`src/rtl/serial_subtractor_pkg.sv`:
```
// Shared FSM encoding and default operand width for the bit-serial subtractor.
package serial_subtractor_pkg;

  localparam int SUB_WIDTH_DEFAULT = 8;

  typedef enum logic [1:0] {
    IDLE = 2'b00,
    RUN  = 2'b01,
    DONE = 2'b10
  } state_t;

endpackage

```
`src/rtl/full_subtractor.sv`:
```
// One-bit full subtractor cell: Diff = A - B - Bin, Bout set when a borrow is needed.
module full_subtractor (
  input  logic A,
  input  logic B,
  input  logic Bin,
  output logic Diff,
  output logic Bout
);

  assign Diff = A ^ B ^ Bin;
  assign Bout = (~A & B) | (~(A ^ B) & Bin);

endmodule

```
`src/rtl/serial_subtractor.sv`:
```
// Bit-serial A - B - Bin, LSB first, one full-subtractor cell plus a borrow flop.
// Operands enter on a start/ready handshake; the result is held on valid/ack.
//
// state | meaning
// IDLE  | ready=1, waiting for start; last result held on outputs
// RUN   | one operand bit per clock through the cell, WIDTH cycles
// DONE  | valid=1, result frozen until ack
module serial_subtractor
  import serial_subtractor_pkg::*;
#(
  parameter int WIDTH = SUB_WIDTH_DEFAULT
) (
  input  logic             clk,
  input  logic             rst_n,
  input  logic             start,
  input  logic [WIDTH-1:0] A,
  input  logic [WIDTH-1:0] B,
  input  logic             Bin,
  input  logic             ack,
  output logic             ready,
  output logic             valid,
  output logic [WIDTH-1:0] DIFF,
  output logic             Bout,
  output logic             overflow,
  output logic             zero
);

  localparam int CW = (WIDTH > 2) ? $clog2(WIDTH) : 1;
  localparam logic [CW-1:0] LAST = CW'(WIDTH - 1);

  state_t           state, state_nx;
  logic [WIDTH-1:0] a_sr, b_sr, d_sr, d_next;
  logic [CW-1:0]    cnt;
  logic             br;
  logic             cell_d, cell_br;
  logic             accept, last_bit;

  full_subtractor u_cell (
    .A    (a_sr[0]),
    .B    (b_sr[0]),
    .Bin  (br),
    .Diff (cell_d),
    .Bout (cell_br)
  );

  assign d_next = {cell_d, d_sr[WIDTH-1:1]};

  always_ff @(posedge clk or negedge rst_n) begin
    if (!rst_n) state <= IDLE;
    else        state <= state_nx;
  end

  always_comb begin
    state_nx = state;
    ready    = 1'b0;
    valid    = 1'b0;
    accept   = 1'b0;
    last_bit = 1'b0;
    case (state)
      IDLE: begin
        ready = 1'b1;
        if (start) begin
          accept   = 1'b1;
          state_nx = RUN;
        end
      end
      RUN: begin
        last_bit = (cnt == LAST);
        if (last_bit) state_nx = DONE;
      end
      DONE: begin
        valid = 1'b1;
        if (ack) state_nx = IDLE;
      end
      default: state_nx = IDLE;
    endcase
  end

  // Result registers only load on the final bit, so partial sums never reach DIFF.
  always_ff @(posedge clk or negedge rst_n) begin
    if (!rst_n) begin
      a_sr     <= '0;
      b_sr     <= '0;
      d_sr     <= '0;
      br       <= 1'b0;
      cnt      <= '0;
      DIFF     <= '0;
      Bout     <= 1'b0;
      overflow <= 1'b0;
      zero     <= 1'b0;
    end else if (accept) begin
      a_sr <= A;
      b_sr <= B;
      br   <= Bin;
      cnt  <= '0;
    end else if (state == RUN) begin
      a_sr <= a_sr >> 1;
      b_sr <= b_sr >> 1;
      br   <= cell_br;
      d_sr <= d_next;
      if (last_bit) begin
        DIFF     <= d_next;
        Bout     <= cell_br;
        overflow <= br ^ cell_br;
        zero     <= (d_next == '0);
      end else begin
        cnt <= cnt + 1'b1;
      end
    end
  end

endmodule
```
`config.mk`:
```
export PLATFORM = sky130hd
export DESIGN_NAME = serial_subtractor
export DESIGN_NICKNAME = d
export VERILOG_FILES = /design/src/rtl/serial_subtractor_pkg.sv /design/src/rtl/full_subtractor.sv /design/src/rtl/serial_subtractor.sv
export SDC_FILE = /design/constraint.sdc
export NUM_CORES = 1
export LEC_CHECK = 0
export CAP_MARGIN = 10
export CORE_MARGIN = 2
export CORE_UTILIZATION = 54
export DETAILED_ROUTE_END_ITERATION = 16
export GPL_TIMING_DRIVEN = 0
export PLACE_DENSITY = 0.83
export RECOVER_POWER = 50
export SLEW_MARGIN = 20
export SYNTH_ARGS = -nofsm -noshare
export SYNTH_HDL_FRONTEND = slang
export SYNTH_SLANG_ARGS = --single-unit
```
`constraint.sdc`:
```
create_clock -name clk -period 5.4 [get_ports clk]
set_clock_uncertainty 0.15 [all_clocks]
set_input_delay 1.08 -clock clk [delete_from_list [all_inputs] [get_ports clk]]
set_output_delay 1.08 -clock clk [all_outputs]
set_load 0.005 [all_outputs]
```
==> flow_metrics.py <==
metrics = {
    "synthesis": {
        "yosysWarnings": 0,
        "synth_seq_cells": 40,
        "synth_cell_types": 27,
        "syn_avg_cell_area_um2": 10.3,
        "syn_inst": 170,
        "synth_fp_nets": 194,
        "synth_seq_area_share_pct": 57.3,
        "synth.cell_area_um2": 1750,
    },
    "hold_path": {
        "min_path_type": "flip-flop to flip-flop",
    },
    "die": {
        "die_h_um": 60.9,
        "dieArea_um2": 3710,
        "io_pins": 34,
        "die_x_um": 60.9,
        "coreArea_um2": 3050,
        "start_util_pct": 57.2,
        "num_rows": 20,
    },
    "run_status": {
        "outcome": "finished with violations",
        "violations": "max-capacitance violations, max-slew violations",
    },
    "grt": {
        "grt_remaining_overflow": 0,
        "antenna_found_initial": 0,
        "grt_max_degree": 36,
        "grt_first_pass_wirelength_um": 5530,
        "grt_util_all_layers_pct": 20.8,
        "grt_pass1_vias": 1276,
    },
    "sta": {
        "setup-violations-final": 0,
        "fmax_mhz": 349,
        "hold_viol": 0,
        "report.final.slew_viol_count": 36,
        "post-route-period-util_pct": 53.1,
        "tightestPinTransition_ps": 1800,
        "rsz0062_at_grt": "false",
        "hold-worst-slack_ps": 354,
        "fin_tns_setup_ps": 0,
        "relSlewSlack_pct": -20.1,
        "fin_crit_ps": 2870,
    },
    "pwr": {
        "power.share.clock_pct": 12.9,
        "p_leak_nw": 1.02,
        "power_frac_comb_pct": 44.2,
        "intPower_uw": 779,
        "peakVddDrop_uv": 289,
        "power_per_cell_area_nw_per_um2": 561,
        "p_sw_share_pct": 36.3,
        "seq_power_share_pct": 43.0,
        "p_sw_uw": 443,
    },
    "layout": {
        "multi_input_area_um2": 648,
        "finalNetCount": 235,
        "fin_util_pct": 71.4,
        "diodes": 0,
        "fill_cells": 253,
        "area_growth_pct": 24.9,
        "final-seq-area_um2": 1000,
        "layout-drive-gt1-share_pct": 12.3,
        "design_area_um2": 2180,
    },
    "setup_path": {
        "critPathRequiredTime_ps": 4170,
        "worstSetupEndpointType": "output port",
        "r2r_cells": 5,
        "timing.rr.start": "cnt[0]$_DFFE_PN0P_",
        "crit_type": "flip-flop to output port",
        "reg2reg_to": "cnt[0]$_DFFE_PN0P_",
        "cp_max_fo": 8,
        "endpoint": "valid",
        "setup.worst_path.start_class": "flip-flop",
        "arrival_ps": 1640,
        "setup.worst_path.start": "state[0]$_DFFE_PN0P_",
        "r2r_slack_ps": 3470,
    },
    "clocking": {
        "cts_tree": "built",
        "ctsRootBufferMaster": "clkbuf_4",
        "clockBufferDepth": 2,
        "ctsResizeCount": 0,
        "clk_pin_slew_ps": 110,
        "clk_latency_ps": 350,
        "cts_buffers": 5,
        "htree_levels": 2,
        "clock-sinks": 40,
        "post-cts-setup-buffers": 0,
        "ctsHoldBuffers": 0,
    },
    "placement": {
        "postPlaceCellArea_um2": 2150,
        "io_buffers": 33,
        "hpwl_um": 2380,
        "place.gp.congestion": 0.739,
    },
    "routing": {
        "drtIter0Drc": 41,
        "drt.antenna.violating_nets": 0,
        "routed_wl_um": 3240,
        "routedWlPerCell_um": 12.6,
        "dr_total_vias": 1352,
        "drc": 0,
        "firstDrtPassIters": 4,
        "vias_per_cell": 5.28,
    },
    "flow_run": {
        "maxCapViolCount": 1,
    },
}
==> area by class of cell <==
type	instances	share of cell area, %
multi-input cells	116	29.7
inverters	4	0.688
clock buffers	6	2.35
plain buffers	10	3.33
well taps	44	2.52
flip-flops and latches	40	45.9
repair buffers	34	15.0
clock inverters	2	0.459
==> metal layers <==
metal	vias up	share of wire [%]	GRT usage, %
met4	0	1.8	8.70
met2	45	49	34.1
met5	-	0	0
li1	653	-	-
met1	647	43	25.0
met3	7	5.9	7.25
==> synth_stat cells, drive strengths merged <==
master | number | area share, %
mux2 | 9 | 5.8
buf | 10 | 4.7
nand2 | 54 | 12
nor2 | 13 | 2.8
a221o | 1 | 0.57
nor4 | 2 | 0.72
o21ai | 4 | 1.1
or2b | 1 | 0.43
nand2b | 1 | 0.36
ha | 2 | 1.4
nor2b | 1 | 0.36
a31oi | 11 | 3.9
nand3b | 1 | 0.64
nor3 | 1 | 0.29
nand3 | 5 | 1.4
a22o | 2 | 1.0
or3b | 1 | 0.50
dfrtp | 40 | 57
inv | 4 | 0.86
fa | 1 | 1.1
xor2 | 1 | 0.50
a22oi | 2 | 0.86
nor3b | 2 | 1.1
o211ai | 1 | 0.43
==> how the worst min path moves through the flow <==
stage / startpoint / to / slack [ps] / depth (start not counted)
final: overflow$_DFFE_PN0P_ / overflow$_DFFE_PN0P_ / 350 / 2
after global routing: overflow$_DFFE_PN0P_ / overflow$_DFFE_PN0P_ / 370 / 2
after CTS: overflow$_DFFE_PN0P_ / overflow$_DFFE_PN0P_ / 350 / 2
after detailed placement: overflow$_DFFE_PN0P_ / overflow$_DFFE_PN0P_ / 330 / 2
after global placement: zero$_DFFE_PN0P_ / zero$_DFFE_PN0P_ / 310 / 2
after floorplan: d_sr[1]$_DFFE_PN0P_ / d_sr[1]$_DFFE_PN0P_ / 310 / 2
==> sequential cells by signal, indices dropped and copies added (netlist names) <==
name,cells
Bout,1
DIFF,8
a_sr,8
b_sr,8
br,1
cnt,3
d_sr,7
overflow,1
state,2
zero,1
==> per-stage QoR <==
stage | worst slack [ps] | cells | total power [mW]
floorplan | 3320 | 170 | 0.881
finish | 2530 | 256 | 1.22
detailed placement | 2620 | 248 | 1.09
CTS | 2580 | 256 | 1.25
global placement | 2230 | 247 | 1.05
global route | 2250 | 256 | 1.33
==> power groups by stage <==
stage	Sequential, mW	Clock [mW]	Combinational, mW
5_1_grt	0.543	0.175	0.610
2_1_floorplan	0.517	0	0.364
4_1_cts	0.527	0.164	0.555
3_3_place_gp	0.523	0	0.528
6_report	0.525	0.157	0.540
3_5_place_dp	0.533	0	0.552
==> placed cells by master, fill, tap and decap left out, types with 5 or more instances in the layout <==
cell,Yosys,final
a31oi_1,11,11
clkbuf_1,0,5
clkbuf_4,0,5
clkdlybuf4s50_1,0,32
dfrtp_1,40,40
mux2_2,9,9
nand2_1,54,54
nand3_1,5,5
nor2_1,13,13
==> critical path, cell delays in order (launching register included) <==
cell             delay [ps]
dfrtp_1                 370
clkbuf_1                180
nand2b_1                190
inv_1                    60
clkdlybuf4s50_1         490
==> cell families (layout without fill, tap and decap cells) <==
group / count (synthesis) / in the layout / share of synthesized area, %
xor gates and xnor gates: 1 / 1 / 0.502
and+or+nand+nor: 82 / 82 / 20.3
adders and majority gates: 3 / 3 / 2.58
muxes: 9 / 9 / 5.80
buffers and inverters: 14 / 56 / 5.59
AOI/OAI and AO/OA: 21 / 21 / 7.95
DFF: 40 / 40 / 57.3
Note: power is estimated with default switching activity, not from simulation.
